--- config.mk ---
export PLATFORM = sky130hd
export DESIGN_NAME = pc_fetch_ctrl
export DESIGN_NICKNAME = d
export VERILOG_FILES = /design/src/rtl/pc_fetch_ctrl.sv
export SDC_FILE = /design/constraint.sdc
export NUM_CORES = 1
export LEC_CHECK = 0
export ABC_CLOCK_PERIOD_IN_PS = 3100
export BUFFER_PORTS_ARGS = -buffer_cell sky130_fd_sc_hd__buf_2
export CAP_MARGIN = 5
export CORE_MARGIN = 2
export CORE_UTILIZATION = 40
export CTS_CLUSTER_SIZE = 20
export DETAILED_ROUTE_END_ITERATION = 8
export PLACE_DENSITY = 0.66
export SLEW_MARGIN = 10
export SYNTH_ARGS = -nofsm -noshare
export SYNTH_HDL_FRONTEND = slang
export SYNTH_SLANG_ARGS = --single-unit
--- constraint.sdc ---
create_clock -name clk -period 3.1 [get_ports clk]
set_input_delay 0.155 -clock clk [delete_from_list [all_inputs] [get_ports clk]]
set_output_delay 0.155 -clock clk [all_outputs]
set_load 0.1 [all_outputs]
--- src/rtl/pc_fetch_ctrl.sv ---
// ---------------------------------------------------------------------------
// pc_fetch_ctrl
//
// Instruction-sequencing controller for the CPU program counter. It fetches
// one instruction word over a req/rdy handshake, latches it into the
// instruction register, and decodes the opcode. It then drives the PC
// control strobes to either step to the next instruction or jump.
//
// Sequence: IDLE -> FETCH -> DECODE -> EXEC -> FETCH ... ; HLT -> HALT.
//
// Parameters:
//   AW       PC / address width (default 12)
//   IW       instruction width (default 16); opcode = ir[IW-1:IW-4]
//   TIMEOUT  fetch wait limit in cycles (1..15), used only with
//            FETCH_TIMEOUT_EN
//
// Optional feature macro: FETCH_TIMEOUT_EN
//   When defined, a stalled fetch gives up after TIMEOUT cycles and the
//   controller halts with fault=1.
//   When undefined, FETCH waits forever and fault is tied to 0.
//
// Ports:
//   clk        in   1   system clock, rising edge
//   rst        in   1   synchronous active-high reset
//   start      in   1   begin execution (sampled in IDLE only)
//   mem_req    out  1   instruction fetch request (high throughout FETCH)
//   mem_rdy    in   1   fetch acknowledge; instr valid in the same cycle
//   instr      in   IW  fetched instruction word
//   zero_flag  in   1   datapath zero flag, used by JZ in EXEC
//   ir         out  IW  instruction register
//   loadPC     out  1   PC load strobe
//   incPC      out  1   PC increment strobe
//   address    out  AW  jump target, always ir[AW-1:0]
//   exec_en    out  1   one-cycle execute strobe for non-control opcodes
//   icount     out  16  retired-instruction counter (wraps)
//   halted     out  1   high in HALT
//   fault      out  1   fetch timeout occurred (sticky until rst)
// ---------------------------------------------------------------------------
module pc_fetch_ctrl #(
  parameter int AW      = 12,
  parameter int IW      = 16,
  parameter int TIMEOUT = 15
) (
  input  logic          clk,
  input  logic          rst,
  input  logic          start,
  output logic          mem_req,
  input  logic          mem_rdy,
  input  logic [IW-1:0] instr,
  input  logic          zero_flag,
  output logic [IW-1:0] ir,
  output logic          loadPC,
  output logic          incPC,
  output logic [AW-1:0] address,
  output logic          exec_en,
  output logic [15:0]   icount,
  output logic          halted,
  output logic          fault
);

  typedef enum logic [2:0] {
    ST_IDLE   = 3'd0,
    ST_FETCH  = 3'd1,
    ST_DECODE = 3'd2,
    ST_EXEC   = 3'd3,
    ST_HALT   = 3'd4
  } state_t;

  localparam logic [3:0] OP_HLT = 4'hF;
  localparam logic [3:0] OP_JMP = 4'hE;
  localparam logic [3:0] OP_JZ  = 4'hD;

  // The wait counter is 4 bits wide, so the limit must fit in it.
  generate
    if (TIMEOUT < 1 || TIMEOUT > 15) begin : g_timeout_range
      $error("pc_fetch_ctrl: TIMEOUT must be in 1..15");
    end
  endgenerate

  state_t        state_q, state_d;
  logic [IW-1:0] ir_q, ir_d;
  logic [15:0]   icount_q, icount_d;

  logic [3:0] opcode;
  logic       fetch_timeout;

  assign opcode = ir_q[IW-1:IW-4];

`ifdef FETCH_TIMEOUT_EN
  localparam logic [3:0] WAIT_LAST = 4'(TIMEOUT - 1);

  logic [3:0] wait_q, wait_d;
  logic       fault_q, fault_d;

  // This is the last permitted empty FETCH cycle: the counter would reach
  // TIMEOUT at the closing edge. A same-cycle mem_rdy still completes the
  // fetch, because the timeout only fires when mem_rdy is low.
  assign fetch_timeout = (state_q == ST_FETCH) && !mem_rdy && (wait_q == WAIT_LAST);

  always_comb begin
    wait_d  = wait_q;
    fault_d = fault_q;
    if (state_q == ST_FETCH) begin
      if (!mem_rdy) begin
        wait_d = wait_q + 4'd1;
      end
      if (fetch_timeout) begin
        fault_d = 1'b1;
      end
    end
    // Clear on every entry into FETCH so each fetch gets a fresh budget.
    if (state_d == ST_FETCH && state_q != ST_FETCH) begin
      wait_d = 4'd0;
    end
  end

  always_ff @(posedge clk) begin
    if (rst) begin
      wait_q  <= 4'd0;
      fault_q <= 1'b0;
    end else begin
      wait_q  <= wait_d;
      fault_q <= fault_d;
    end
  end

  assign fault = fault_q;
`else
  assign fetch_timeout = 1'b0;
  assign fault         = 1'b0;
`endif

  // Next-state, instruction register and retired-instruction counter.
  always_comb begin
    state_d  = state_q;
    ir_d     = ir_q;
    icount_d = icount_q;
    unique case (state_q)
      ST_IDLE: begin
        if (start) begin
          state_d = ST_FETCH;
        end
      end
      ST_FETCH: begin
        if (mem_rdy) begin
          ir_d    = instr;
          state_d = ST_DECODE;
        end else if (fetch_timeout) begin
          state_d = ST_HALT;
        end
      end
      ST_DECODE: begin
        state_d = (opcode == OP_HLT) ? ST_HALT : ST_EXEC;
      end
      ST_EXEC: begin
        icount_d = icount_q + 16'd1;
        state_d  = ST_FETCH;
      end
      ST_HALT: begin
        state_d = ST_HALT;
      end
      default: begin
        state_d = ST_IDLE;
      end
    endcase
  end

  always_ff @(posedge clk) begin
    if (rst) begin
      state_q  <= ST_IDLE;
      ir_q     <= '0;
      icount_q <= 16'd0;
    end else begin
      state_q  <= state_d;
      ir_q     <= ir_d;
      icount_q <= icount_d;
    end
  end

  // Strobes depend only on the registered state and ir, so nothing from
  // instr / mem_rdy / start reaches them combinationally. zero_flag is
  // deliberately consulted in EXEC only.
  always_comb begin
    mem_req = 1'b0;
    loadPC  = 1'b0;
    incPC   = 1'b0;
    exec_en = 1'b0;
    halted  = 1'b0;
    unique case (state_q)
      ST_FETCH: mem_req = 1'b1;
      ST_EXEC: begin
        if (opcode == OP_JMP) begin
          loadPC = 1'b1;
        end else if (opcode == OP_JZ) begin
          loadPC = zero_flag;
          incPC  = !zero_flag;
        end else begin
          exec_en = 1'b1;
          incPC   = 1'b1;
        end
      end
      ST_HALT: halted = 1'b1;
      default: ;
    endcase
  end

  assign ir      = ir_q;
  assign address = ir_q[AW-1:0];
  assign icount  = icount_q;

endmodule
# --- After elaboration in Yosys (flattened, before gate mapping) ---
# Index checks and enable logic that the tools add are counted.
totals:
  inputBits: 21
  word_cells: 32
  regBits: 35
  output_inout_bits: 50
classes:
  n_eq_ne: 9
  reduce_logical: 4
  n_mux: 15
  n_addsub: 1
ops:
  columns: ["operator", "count"]
  rows:
  - ["$add A16 B1 Y16 const B", 1]
  - ["$pmux W3 S5", 1]
  - ["$eq A4 B4 Y1 const B", 3]
  - ["$mux W1", 11]
  - ["$mux W3", 3]
  - ["$eq A3 B2 Y1 const B", 2]
  - ["$ne A2 B2 Y1 const B", 2]
  - ["$reduce_and A2 Y1", 2]
  - ["$eq A3 B1 Y1 const B", 1]
  - ["$eq A3 B3 Y1 const B", 1]
  - ["$logic_not A3 Y1", 1]
  - ["$logic_not A1 Y1", 1]

# --- Longest topological paths before layout ---
logic_depth:
  word_depth: 4
  mapped_depth: 7
  depth_no_buf: 5

# --- Worst setup path after synthesis ---
# Ideal clock, no wire load.
synth_path:
  path_kind: "reg2out"
  start: "reg ir_q[13] (netlist: ir[13])"
  end: "out loadPC"
  t_arrival_ns: 3.563
  setup_slack_ns: -0.618
  t_required_ns: 2.945
  path_stages_with_launch: 4
  path_cell_list: "dfxtp_1 inv_1 o21ai_0 nor3b_1"
synth_via:
  elab_chain_len: 4
synth_lines:
  columns: ["item", "line", "source"]
  rows:
  - ["start: declaration", "81", "logic [IW-1:0] ir_q, ir_d;"]
  - ["start signal: assignment", "175", "ir_q <= ir_d;"]
  - ["$eq A4 B4 Y1", "194", "end else if (opcode == OP_JZ) begin"]
  - ["$mux W1", "194", null]
  - ["$mux W1 (*)", "192", "if (opcode == OP_JMP) begin"]
  - ["$mux W1 (*)", "189", "unique case (state_q)"]
  - ["end: declaration", "52", "output logic loadPC,"]
# Mark *: on every way between the ends. The rest lies on a longest branch, timed or not.

# --- Worst setup path after layout ---
layout_path:
  start: "reg state_q[0]"
  end: "out loadPC"
layout_via:
  elab_chain_len: 2
layout_lines:
  columns: ["item", "line", "source"]
  rows:
  - ["start: declaration", "80", "state_t state_q, state_d;"]
  - ["start signal: assignment", "174", "state_q <= state_d;"]
  - ["$eq A3 B2 Y1", "189", null]
  - ["$mux W1", "189", null]
# No other way between the ends.

==> impl_metrics.csv <==
group,metric,value,unit
status,status,"complete, no violations",
final_layout,drive_gt1_share,32.27,%
placed_design,port_buffers,69,
grt,antenna_found_initial,0,
sta,worst_pin_slew,0.6953,ns
setup_path,critical_path.max_stage_delay,0.45,ns
sta,layout_setup_ws,1.124,ns
clocking,ctsHoldBuffers,0,
detailed_routing,detail_route.wl_per_cell,11.52,um
synthesis,async_flop_share,0,%
clocking,cts_setup_buffers,0,
sta,fin_skew,0.006066,ns
setup_path,r2r_cells,4,
detailed_routing,drt_first_pass_iters,4,
setup_path,cp-startpoint,"state_q[0]",
floorplanning,num_io_pins,71,
setup_path,slowest_stage,"buf_2",
sta,max-slew-margin-rel,53.65,%
detailed_routing,num_vias,1441,
clocking,clockBufferDepth,2,
detailed_routing,drtIter0Drc,84,
final_layout,fin_util,50.37,%
synthesis,synth_edf_count,0,
placed_design,place_inst,293,
floorplanning,die-area,0.004593,sq mm
clocking,cts-root-buf,"clkbuf_8",
placed_design,hpwl,2.421,mm
sta,rsz0062_at_grt,"no",
synthesis,synthXorXnorAreaFrac,6.462,%
setup_path,crit_fanout,6,
detailed_routing,viasPerCell,4.787,
clocking,cts_resized,0,
detailed_routing,ant_nets,0,
synthesis,synth-compound-area-share,9.231,%
final_layout,final_nets,272,
clocking,cts_sinks,35,
setup_path,end_kind,"primary output",
synthesis,ys.flop_type,"dfxtp_1",
setup_path,r2r-start,"state_q[1]",
placed_design,gp_congestion,0.8328,
pwr,p_leak,0.9733,nW
setup_path,rr_endpoint,"icount[13]",
clocking,clk_pin_slew,0.07,ns
setup_path,critical_path_depth,4,
floorplanning,design.core.area,0.003943,sq mm
sta,drv_slew,0,
sta,hold_violations,0,
setup_path,path_class,"flop to primary output",
setup_path,r2r_slack,1.45,ns
synthesis,synth.area.mux_share,2.077,%
setup_path,path_buf_inv,1,
floorplanning,initial_core_util,41.26,%
synthesis,synth_area,0.001627,sq mm
sta,post-route-period-util,63.74,%
setup_path,endpoint,"loadPC",
sta,fin_setup_tns,0,ns
clocking,cts_tree,"yes",
final_layout,stdcell_count,301,
setup_path,cp-start-kind,"flop",
final_layout,diodes,0,
grt,grt_first_pass_wirelength,5.671,mm
floorplanning,die_h,67.77,um
grt,overflow,0,
setup_path,worstPathRequired,2.94,ns
synthesis,synth_top_family_by_area,"simple AND/OR/NAND/NOR gates",
synthesis,synth_fp_nets,217,
floorplanning,rows,23,
synthesis,synthAdderAreaFrac,0.7692,%
sta,holdWs,0.1068,ns
hold_path,hp-class,"input port to flop",
sta,min_period,1.976,ns
sta,finalSetupViolCount,0,
synthesis,yosysSeqAreaShare,43.08,%
clocking,cts_made_buffers,5,
synthesis,syn-instance-count,195,
pwr,peakVddDrop,0.2673,mV
synthesis,yosys.area_share.simple,28.92,%
grt,grt_pass1_vias,1287,
sta,max_freq,506.1,MHz
detailed_routing,wl,3.467,mm
floorplanning,die_w,67.77,um
synthesis,ys_ff_latch,35,
placed_design,pre_cts_ws,1.430,ns
detailed_routing,drc,0,
synthesis,ys_types,33,
synthesis,avgSynthCellArea,8.341,sq um
clocking,cts.htree.levels,2,
setup_path,worstPathCellList,"and2b_1 > nand2_1 > nor3b_2 > buf_2",
run,drv_cap,0,
synthesis,yosysWarningCount,0,
setup_path,cp_top_family,"simple AND/OR/NAND/NOR gates",
clocking,clk_latency,0.28,ns
setup_path,arrival,1.82,ns
final_layout,area_growth,22.08,%
grt,grt.total_usage,16.72,%
pwr,powerDensity,506.3,mW/mm^2
grt,grt_max_degree,40,
## synth_stat cells (3+ instances only)
cell	instances	area share (%)
buf_4	14	6.5
a21oi_1	19	5.8
inv_1	4	0.92
and3_1	6	2.3
clkbuf_1	4	0.92
buf_2	3	0.92
nor2_1	16	3.7
a31oi_1	3	1.2
nand3_1	8	2.5
xnor2_1	3	1.6
nand4_1	6	2.3
nor3_1	4	1.2
dfxtp_1	35	43
xor2_1	9	4.8
nand2_1	37	8.5
## stage by stage
| step | instance area (sq um) | power (W) |
|---|---|---|
| after floorplan | 1632 | 0.0006770 |
| after global placement | 1904 | 0.0007025 |
| after detailed placement | 1904 | 0.0007025 |
| after CTS | 1986 | 0.001022 |
| after global routing | 1986 | 0.001054 |
| final | 1986 | 0.001005 |
## worst min path at each step
stage,cells past startpoint,to,startpoint
floorplan,2,ir[10],instr[10]
global placement,3,ir[11],instr[11]
detailed placement,3,ir[13],instr[13]
CTS,3,ir[6],instr[6]
global route,3,ir[0],instr[0]
finish,3,ir[9],instr[9]
## sequential cells by signal (all words and copies together), names as in the netlist
signal	count
state_q	3
icount	16
ir	16
## worst min-delay path, stage by stage
cell     delay, ns
buf_2         0.09
nand2_1       0.04
a21oi_1       0.05
## cell type report
cell class,count,area (sq um)
Sequential cell,35,700.7
Tap cell,50,62.56
Inverter,4,15.01
Clock inverter,1,5.005
Timing Repair Buffer,69,345.3
Multi-Input combinational cell,135,780.7
Clock buffer,7,76.32
Fill cell,391,1957
## per-layer routing
layer,GRT usage [%],share of wire [%]
met5,0,0
met4,7.500,0.63
met3,6.667,8.9
met2,26.72,45
met1,19.67,45
## cell usage in the layout, fill, tap and decap left out, types with 4 or more instances in the layout
master and n:
nand2_1 37, and3_1 6, nand4_1 6, dfxtp_1 35, a21oi_1 19, nor3_1 4
nor2_1 16, buf_2 69, inv_1 4, nand3_1 8, clkbuf_8 5, xor2_1 9
## cell families after synthesis
kind of cell / count (synthesis)
compound gates: 27
mux: 3
buf+inv: 25
other cells: 1
fa+ha+maj: 1
simple gates: 91
xor+xnor: 12
flops: 35
## power by group
group          leakage (nW)  total [W]  internal, W  switching (W)
combinational         0.648   0.000217    0.0000338       0.000183
sequential            0.283   0.000475     0.000462      0.0000132
clock                0.0422   0.000314     0.000158       0.000156
No activity file was read; power rests on OpenSTA's default activity.
